File: config.mk
export PLATFORM = sky130hd
export DESIGN_NAME = spike_event_encoder
export DESIGN_NICKNAME = d
export VERILOG_FILES = /design/src/rtl/spike_event_encoder.sv
export SDC_FILE = /design/constraint.sdc
export NUM_CORES = 1
export LEC_CHECK = 0
export BUFFER_PORTS_ARGS = -buffer_cell sky130_fd_sc_hd__buf_2
export CORE_MARGIN = 10
export CORE_UTILIZATION = 45
export CTS_BUF_LIST = sky130_fd_sc_hd__clkbuf_8
export CTS_CLUSTER_SIZE = 28
export DETAILED_ROUTE_END_ITERATION = 6
export GPL_ROUTABILITY_DRIVEN = 0
export GPL_TIMING_DRIVEN = 1
export HOLD_SLACK_MARGIN = 0.06
export PLACE_DENSITY = 0.76
export SETUP_SLACK_MARGIN = 0.2
export SYNTH_ARGS = -nofsm -noshare
export SYNTH_HDL_FRONTEND = slang
export SYNTH_SLANG_ARGS = --single-unit
File: constraint.sdc
create_clock -name clk -period 3.4 [get_ports clk]
set_input_delay 0.68 -clock clk [delete_from_list [all_inputs] [get_ports clk]]
set_output_delay 0.68 -clock clk [all_outputs]
set_load 0.005 [all_outputs]
File: src/rtl/spike_event_encoder.sv
// -----------------------------------------------------------------------------
// spike_event_encoder
//
// Turns rising edges of a neuron spike flag into timestamped event words and
// buffers them in a small FIFO for a downstream consumer.
//
// Optional feature macro: SPIKE_EVT_TS_EN
//   defined   : a free-running TS_WIDTH-bit counter supplies the timestamp field
//   undefined : no counter is built; the timestamp field of every event is zero
//
// Parameters
//   FIFO_DEPTH : event buffer depth in entries (power of two, 2..16)
//   TS_WIDTH   : timestamp width in bits
//
// Ports
//   clk        in   single clock, rising-edge
//   rst        in   asynchronous active-high reset
//   spike_in   in   neuron spike flag (may be held high for several cycles)
//   state_in   in   8-bit membrane state, captured with the spike edge
//   out_valid  out  head event available (fifo_level != 0)
//   out_ready  in   consumer accepts the head event
//   out_data   out  head event {timestamp, state}; zero while empty
//   fifo_level out  current number of buffered events
//   overflow   out  sticky: an event was dropped because the FIFO was full
//
// Handshake: a head event transfers on every rising clk edge where
// out_valid=1 and out_ready=1; out_data holds steady while out_valid=1 and
// out_ready=0, and out_ready is ignored while the FIFO is empty.
// -----------------------------------------------------------------------------
module spike_event_encoder #(
    parameter int FIFO_DEPTH = 4,
    parameter int TS_WIDTH   = 8
) (
    input  logic                          clk,
    input  logic                          rst,
    input  logic                          spike_in,
    input  logic [7:0]                    state_in,
    output logic                          out_valid,
    input  logic                          out_ready,
    output logic [TS_WIDTH+7:0]           out_data,
    output logic [$clog2(FIFO_DEPTH):0]   fifo_level,
    output logic                          overflow
);

    localparam int PTR_W = $clog2(FIFO_DEPTH);
    localparam int LVL_W = PTR_W + 1;
    localparam int EVT_W = TS_WIDTH + 8;

    logic                 spike_q;
    logic [PTR_W-1:0]     wr_ptr_q, wr_ptr_d;
    logic [PTR_W-1:0]     rd_ptr_q, rd_ptr_d;
    logic [LVL_W-1:0]     level_q, level_d;
    logic                 overflow_q, overflow_d;
    logic [EVT_W-1:0]     mem_q [FIFO_DEPTH];
    logic [TS_WIDTH-1:0]  ts_cur;

    logic evt_detect;
    logic fifo_empty;
    logic fifo_full;
    logic do_pop;
    logic do_push;

`ifdef SPIKE_EVT_TS_EN
    logic [TS_WIDTH-1:0] ts_q;

    // Free-running; natural binary wrap from all-ones back to zero.
    always_ff @(posedge clk or posedge rst) begin
        if (rst) ts_q <= '0;
        else     ts_q <= ts_q + TS_WIDTH'(1);
    end

    assign ts_cur = ts_q;
`else
    assign ts_cur = '0;
`endif

    // One event per low-to-high transition; spike_q resets low so a spike
    // already high on the first cycle after reset still counts.
    assign evt_detect = spike_in & ~spike_q;

    assign fifo_empty = (level_q == '0);
    assign fifo_full  = (level_q == LVL_W'(FIFO_DEPTH));
    assign do_pop     = ~fifo_empty & out_ready;
    // A full FIFO still accepts the new event when the head leaves in the
    // same cycle, so level stays at depth and nothing is lost.
    assign do_push    = evt_detect & (~fifo_full | do_pop);

    always_comb begin
        wr_ptr_d   = wr_ptr_q;
        rd_ptr_d   = rd_ptr_q;
        level_d    = level_q;
        overflow_d = overflow_q;

        if (do_push) wr_ptr_d = wr_ptr_q + PTR_W'(1);
        if (do_pop)  rd_ptr_d = rd_ptr_q + PTR_W'(1);

        case ({do_push, do_pop})
            2'b10:   level_d = level_q + LVL_W'(1);
            2'b01:   level_d = level_q - LVL_W'(1);
            default: level_d = level_q;
        endcase

        if (evt_detect && !do_push) overflow_d = 1'b1;
    end

    always_ff @(posedge clk or posedge rst) begin
        if (rst) begin
            spike_q    <= 1'b0;
            wr_ptr_q   <= '0;
            rd_ptr_q   <= '0;
            level_q    <= '0;
            overflow_q <= 1'b0;
        end else begin
            spike_q    <= spike_in;
            wr_ptr_q   <= wr_ptr_d;
            rd_ptr_q   <= rd_ptr_d;
            level_q    <= level_d;
            overflow_q <= overflow_d;
        end
    end

    // Storage needs no reset: every read is gated by fifo_empty below.
    always_ff @(posedge clk) begin
        if (do_push) mem_q[wr_ptr_q] <= {ts_cur, state_in};
    end

    assign out_valid  = ~fifo_empty;
    assign out_data   = fifo_empty ? '0 : mem_q[rd_ptr_q];
    assign fifo_level = level_q;
    assign overflow   = overflow_q;

endmodule

==> reports/metrics.csv, run 1 <==
metric,value,unit
run status,completed,
worst-margin pin slew,0.588,ns
Net Sw Frac,31.7,%
# IOs,33,
count of input and output buffers,24,
Hold Crit Class,in2async,
clock slew at reported path FFs,0.07,ns
Die X-Extent,84.2,um
Syn Inst Count,122,
Pwr Total,1.54,mW
post-layout util,51.0,%
Synth Cell Area,1850,um^2
CP top delay family,flip-flops,
cts bufs inserted,5,
H-tree depth,2,
detailed-route vias per instance,5.12,
global-route total usage across every layer,9.17,%
Critical R2R Launch,fifo_level[0],
largest net degree at the start of global routing,13,
cts repair resizes,0,
post-synthesis register bit count,41,
Int Power,1.05,mW
clock share of power,17.9,%
Comb power frac,33.5,%
"Slew Viols, Final",0,
number of antenna violations at the first check in global routing,0,
DRT Wirelength,3.23,mm
Setup Buffers After CTS,0,
Required @ worst endpoint,2.72,ns
Power Dens Cells,756,nW/um^2
CTS tree,built,
Netlist cell types,27,
Reg2Reg Depth,6,
static leakage,0.783,nW
drt drc,0,
grt total ovfl,0,
CP endpoint kind,primary output,
yosys warns,0,
Fin. Hold Viols,0,
reg-to-reg endpoint,fifo_level[1],
clk_lat worst skew,0.28,ns
crit path time final,2.55,ns
Inserted Diodes,0,
max_cap viols,0,
Reg power frac,48.6,%
Area Overhead vs Synth,10.1,%
Pre-antenna DRT Iters,4,
die footprint,7080,um^2
Switch Pwr,489,uW
Starting Density,46.3,%
Worst path slowest cell,dfrtp_1,
"Arr. time, crit path",1.87,ns
post-detail-place hpwl,2.47,mm
crit start category,register,
die height,84.2,um
"slowest stage delay, CP",0.72,ns
Hold Buf Count CTS,0,
core area,4000,um^2
row count,23,
clock tree buffer depth,2,
period utilisation layout,74.9,%
WL/cell,16.4,um
clock sinks,41,
via count,1008,
layout cell share with drive strength beyond 1,26.5,%
first-pass GRT wire length,5.11,mm
"antenna viol nets, final",0,
vias in the first global route,1063,
TNS Setup,0,ns
R2R Setup Slk,1.46,ns
CP Cell Sequence,"mux4_2, and2_1, buf_2",
final setup violation count,0,
Final Skew,0.00429,ns
"Seq/Total Area, Yosys",64.0,%
Avg Synthesized Cell Area,15.2,um^2
VDD IR-drop max,0.306,mV
Crit Path Max Fanout,10,
Filler cells,332,
Critical path buffers and inverters,1,
CTS Root Cell,clkbuf_8,
Setup CP Type,reg2out,
Nets,164,
initial DRC count,43,
RSZ-0062 raised after global routing,false,
fmax,393,MHz
Slew Limit Headroom,60.8,%
==> cell type report <==
class,count,area [um^2],area share [%]
clock buffer,5,68.8,3.37
clock inverter,2,7.51,0.368
inverter,7,26.3,1.29
multi-input combinational,68,569,27.9
sequential,41,1190,58.1
tap,50,62.6,3.07
timing repair buffer,24,120,5.89
==> sequential cells by signal, indices dropped and copies added (netlist names) <==
register    count
overflow        1
rd_ptr_q        2
mem_q          32
fifo_level      3
wr_ptr_q        2
spike_q         1
==> worst max path at each step <==
stage | startpoint | to | slack, ns | cells after the start
after detailed placement | rd_ptr_q[0] | out_data[3] | 1.15 | 3
after floorplan | fifo_level[0] | fifo_level[1] | 1.52 | 7
final | rd_ptr_q[0] | out_data[5] | 0.85 | 3
after global placement | rd_ptr_q[0] | out_data[3] | 1.17 | 3
after global routing | rd_ptr_q[0] | out_data[5] | 0.74 | 3
after CTS | rd_ptr_q[0] | out_data[3] | 0.84 | 3
==> stage by stage <==
stage | hold WS [ns] | cell area (um^2) | setup slack, ns | instances
after floorplan | 0.451 | 1880 | 1.52 | 129
after global placement | 0.438 | 1960 | 1.17 | 190
after detailed placement | 0.453 | 1960 | 1.15 | 190
after CTS | 0.363 | 2040 | 0.836 | 197
after global routing | 0.384 | 2040 | 0.745 | 197
final | 0.355 | 2040 | 0.854 | 197
==> cell families after synthesis <==
group,Yosys count,synth area share (%)
DFF,41,64.0
and+or+nand+nor,30,9.32
buffers and inverters,20,6.68
AOI/OAI and AO/OA,12,3.92
muxes,8,9.72
adders and majority gates,5,3.78
xor gates and xnor gates,5,2.36
other,1,0.202
==> placed cells by master (no fill, tap or decap) <==
master,Yosys,final
edfxtp_1,32,32
buf_2,2,24
and2_1,12,12
dfrtp_1,9,9
inv_1,7,8
mux4_2,8,8
conb_1,1,8
o21ai_0,6,6
nand2_1,5,5
xnor2_1,5,5
clkbuf_8,0,5
nor2_1,4,4
ha_1,4,4
nand3_1,3,3
o31ai_1,2,2
nor3_1,2,2
nand2b_1,1,1
nor4b_2,1,1
or3_4,1,1
nor2b_1,1,1
a21o_1,1,1
a21oi_1,1,1
o22ai_1,1,1
o221ai_1,1,1
fa_1,1,1
clkinv_1,0,1
==> power groups by stage <==
stage               logic [mW]  registers [mW]  clock network (mW)
finish                   0.516           0.751               0.276
global route             0.580           0.771               0.302
CTS                      0.530           0.751               0.282
detailed placement       0.528           0.763                   0
global placement         0.499           0.751                   0
floorplan                0.425           0.697                   0
==> cell usage after synthesis <==
cell type	instances	share of area, %
inv_1	7	1.4
a21o_1	1	0.41
o21ai_0	6	1.6
fa_1	1	1.1
nor2_1	4	0.81
o22ai_1	1	0.34
clkbuf_2	1	0.27
o221ai_1	1	0.47
or3_4	1	0.61
o31ai_1	2	0.81
a21oi_1	1	0.27
conb_1	1	0.20
mux4_2	8	9.7
nand2b_1	1	0.34
ha_1	4	2.7
nor4b_2	1	0.81
nor2b_1	1	0.34
buf_6	2	1.2
nand2_1	5	1.0
dfrtp_1	9	12
buf_2	2	0.54
buf_4	8	3.2
nand3_1	3	0.81
edfxtp_1	32	52
and2_1	12	4.1
nor3_1	2	0.54
xnor2_1	5	2.4
==> layer usage <==
layer	vias to the layer above	global-route usage, %	wire [um]
li1	472	-	-
met1	498	8.33	1160
met2	25	16.9	1830
met3	13	3.19	152
met4	0	5.63	97
met5	-	0	0
Power figures use the tool's default switching activity.
==> run 2, diff against run 1 <==
ABC_AREA = 1   (was unset)
clock period = 2.5 ns   (was 3.4 ns; I/O delays follow)
==> run 2 against run 1 <==
Effect of this change:
- sequential share of layout area fell by 0.36 points
- register-to-register slack got worse by 0.53 ns
- via count rose by 12%
- routed wire length fell by 0.87%
- cell count rose by 23%
- combinational power rose by 46%
- first-iteration DRC count rose to 2.7 times the previous value
- total power rose by 37%
- utilization rose by 0.75 points
- setup slack got worse by 0.45 ns
- hold slack got worse by 0.19 ns
- largest cell class unchanged
==> reports/metrics.csv, run 2 <==
metric,value,unit,change
Required @ worst endpoint,2.00,ns,-0.72 ns
final setup violation count,0,,unchanged
CP Launch Point,rd_ptr_q[1],,
CTS tree,built,,
cts bufs inserted,5,,unchanged
worst hold slack,0.169,ns,-0.186 ns
Starting Density,45.8,%,-0.48 points
Synth Cell Area,1820,um^2,-1.8%
clock sinks,41,,unchanged
die footprint,6990,um^2,-1.3%
Synth area leaders,"edfxtp_1, dfrtp_1, nor2_1",,
Setup Buffers After CTS,0,,unchanged
"area leader, netlist",edfxtp_1,,
Nets,209,,+27%
Synth top area share,52.8,%,+0.93 points
Worst path slowest cell,dfrtp_1,,
Filler cells,348,,+4.8%
Die X-Extent,83.6,um,-0.67%
CP endpoint kind,primary output,,
initial DRC count,116,,+170%
Final Skew,0.0103,ns,+0.00605 ns
period utilisation layout,83.9,%,
"commonest non-fill, non-tap cell in the layout",nor2_1,,
"Top FF cell, synth",edfxtp_1,,
yosys warns,0,,unchanged
wl on met1,1.26,mm,+9.1%
Crit Path Max Fanout,10,,unchanged
Hold Crit Class,in2async,,
run status,completed,,
flip-flop count of the largest register after layout,32,,unchanged
Netlist cell types,22,,-19%
TNS Setup,0,ns,unchanged
met2 WL post-DR,1.63,mm,-11%
static leakage,0.872,nW,+11%
vias in the first global route,1149,,+8.1%
Pre-antenna DRT Iters,4,,unchanged
Critical R2R Launch,fifo_level[0],,
die height,83.6,um,-0.67%
CP Cell Sequence,"inv_1, nor2_1, o21ai_0, a21oi_1, buf_2",,
"Arr. time, crit path",1.60,ns,-0.27 ns
crit path time final,2.10,ns,
Post-synth EDFFs,32,,unchanged
"Seq/Total Area, Yosys",65.2,%,+1.1 points
clock slew at reported path FFs,0.07,ns,about the same
layout cell share with drive strength beyond 1,22.8,%,-3.7 points
Register Area,1190,um^2,+0.11%
grt total ovfl,0,,unchanged
clock tree buffer depth,2,,unchanged
post-detail-place hpwl,2.35,mm,-4.8%
WL/cell,13.2,um,-20%
fmax,477,MHz,
most instantiated library cell after synthesis,nor2_1,,
Power Dens Cells,1030,nW/um^2,+36%
VDD IR-drop max,0.455,mV,+48%
list of most frequent post-synthesis cells,"nor2_1, edfxtp_1, o21ai_0, inv_1, a21oi_1",,
number of antenna violations at the first check in global routing,0,,unchanged
"antenna viol nets, final",0,,unchanged
H-tree depth,2,,unchanged
Hold Buf Count CTS,0,,unchanged
first-pass GRT wire length,5.33,mm,+4.2%
final non-filler cell area,2060,um^2,+0.74%
# IOs,33,,unchanged
"Slew Viols, Final",0,,unchanged
most frequent cells in the layout,"nor2_1, edfxtp_1, buf_2",,
max_cap viols,0,,unchanged
core area,3970,um^2,-0.72%
Fin. Hold Viols,0,,unchanged
row count,23,,unchanged
Setup CP Type,reg2out,,
Reg2Reg Depth,10,,+4
Critical path buffers and inverters,2,,+1
met3 WL,262,um,+72%
multi-input logic area,515,um^2,-9.5%
via count,1125,,+12%
reg-to-reg endpoint,fifo_level[2],,
top sig layer,met4,,
Avg Synthesized Cell Area,11.2,um^2,-26%
crit start category,register,,
global-route total usage across every layer,9.62,%,+0.46 points
RSZ-0062 raised after global routing,false,,
"slowest stage delay, CP",0.54,ns,-0.18 ns
Top reg by flops,mem_q,,
largest net degree at the start of global routing,19,,+6
CP top delay family,flip-flops,,
DRT Wirelength,3.21,mm,-0.87%
count of input and output buffers,24,,unchanged
Async SR Flop Fraction,22.0,%,unchanged
Inserted Diodes,0,,unchanged
CTS Root Cell,clkbuf_8,,
Syn Inst Count,162,,+33%
Area Overhead vs Synth,12.9,%,
clk_lat worst skew,0.29,ns,about the same
post-synthesis register bit count,41,,unchanged
detailed-route vias per instance,4.63,,-9.5%
drt drc,0,,unchanged
placed instance area,1970,um^2,+0.51%
R2R Setup Slk,0.93,ns,-0.53 ns
Worst path depth,5,,+2
==> run 2: layer usage <==
layer / vias up / GRT usage, %
li1: 576 / -
met1: 520 / 9.53
met2: 24 / 16.0
met3: 5 / 5.57
met4: 0 / 4.11
met5: - / 0
==> run 2: layout make-up <==
| type | count | area share [%] |
|---|---|---|
| sequential | 41 | 57.8 |
| clock inverter | 3 | 0.548 |
| timing repair buffer | 28 | 7.30 |
| inverter | 16 | 2.92 |
| multi-input combinational | 100 | 25.1 |
| clock buffer | 5 | 3.35 |
| tap | 50 | 3.04 |
==> run 2: cells by family (layout without fill, tap and decap cells) <==
logic type               after synthesis  in the layout  synth area share (%)
flip-flops                            41             41                  65.2
other                                  1              8                 0.206
AND/OR/NAND/NOR                       56             56                  13.5
XOR/XNOR                               3              3                  1.44
buffers and inverters                 28             52                  7.97
AO/OA/AOI/OAI                         28             28                  7.90
adder cells (fa/ha/maj)                5              5                  3.85
==> run 2: report_power, final <==
group | leakage, nW | switching, mW | total [mW] | internal, mW
logic | 0.428 | 0.433 | 0.751 | 0.318
registers | 0.392 | 0.120 | 0.982 | 0.862
clock network | 0.0519 | 0.199 | 0.385 | 0.186
total | 0.872 | 0.753 | 2.12 | 1.37
==> run 2: repair_timing <==
| action | in CTS | in global routing |
|---|---|---|
| setup endpoints to repair | 0 | 8 |
| hold endpoints to repair | 0 | 0 |
| gates resized for setup | 0 | 1 |
==> run 2: worst max path at each step <==
stage / to / slack [ns]
detailed placement: out_data[3] / 0.63
finish: out_data[3] / 0.40
global placement: out_data[3] / 0.69
floorplan: fifo_level[2] / 0.88
global route: out_data[0] / 0.23
CTS: out_data[3] / 0.30
==> run 2: metrics by stage <==
step	setup WS (ns)	power, mW	utilization [%]	instances
6_report	0.403	2.12	51.8	243
2_1_floorplan	0.879	1.50	-	169
3_5_place_dp	0.626	1.76	49.7	235
4_1_cts	0.300	2.14	51.7	243
3_3_place_gp	0.694	1.73	49.7	235
5_1_grt	0.230	2.31	51.8	243
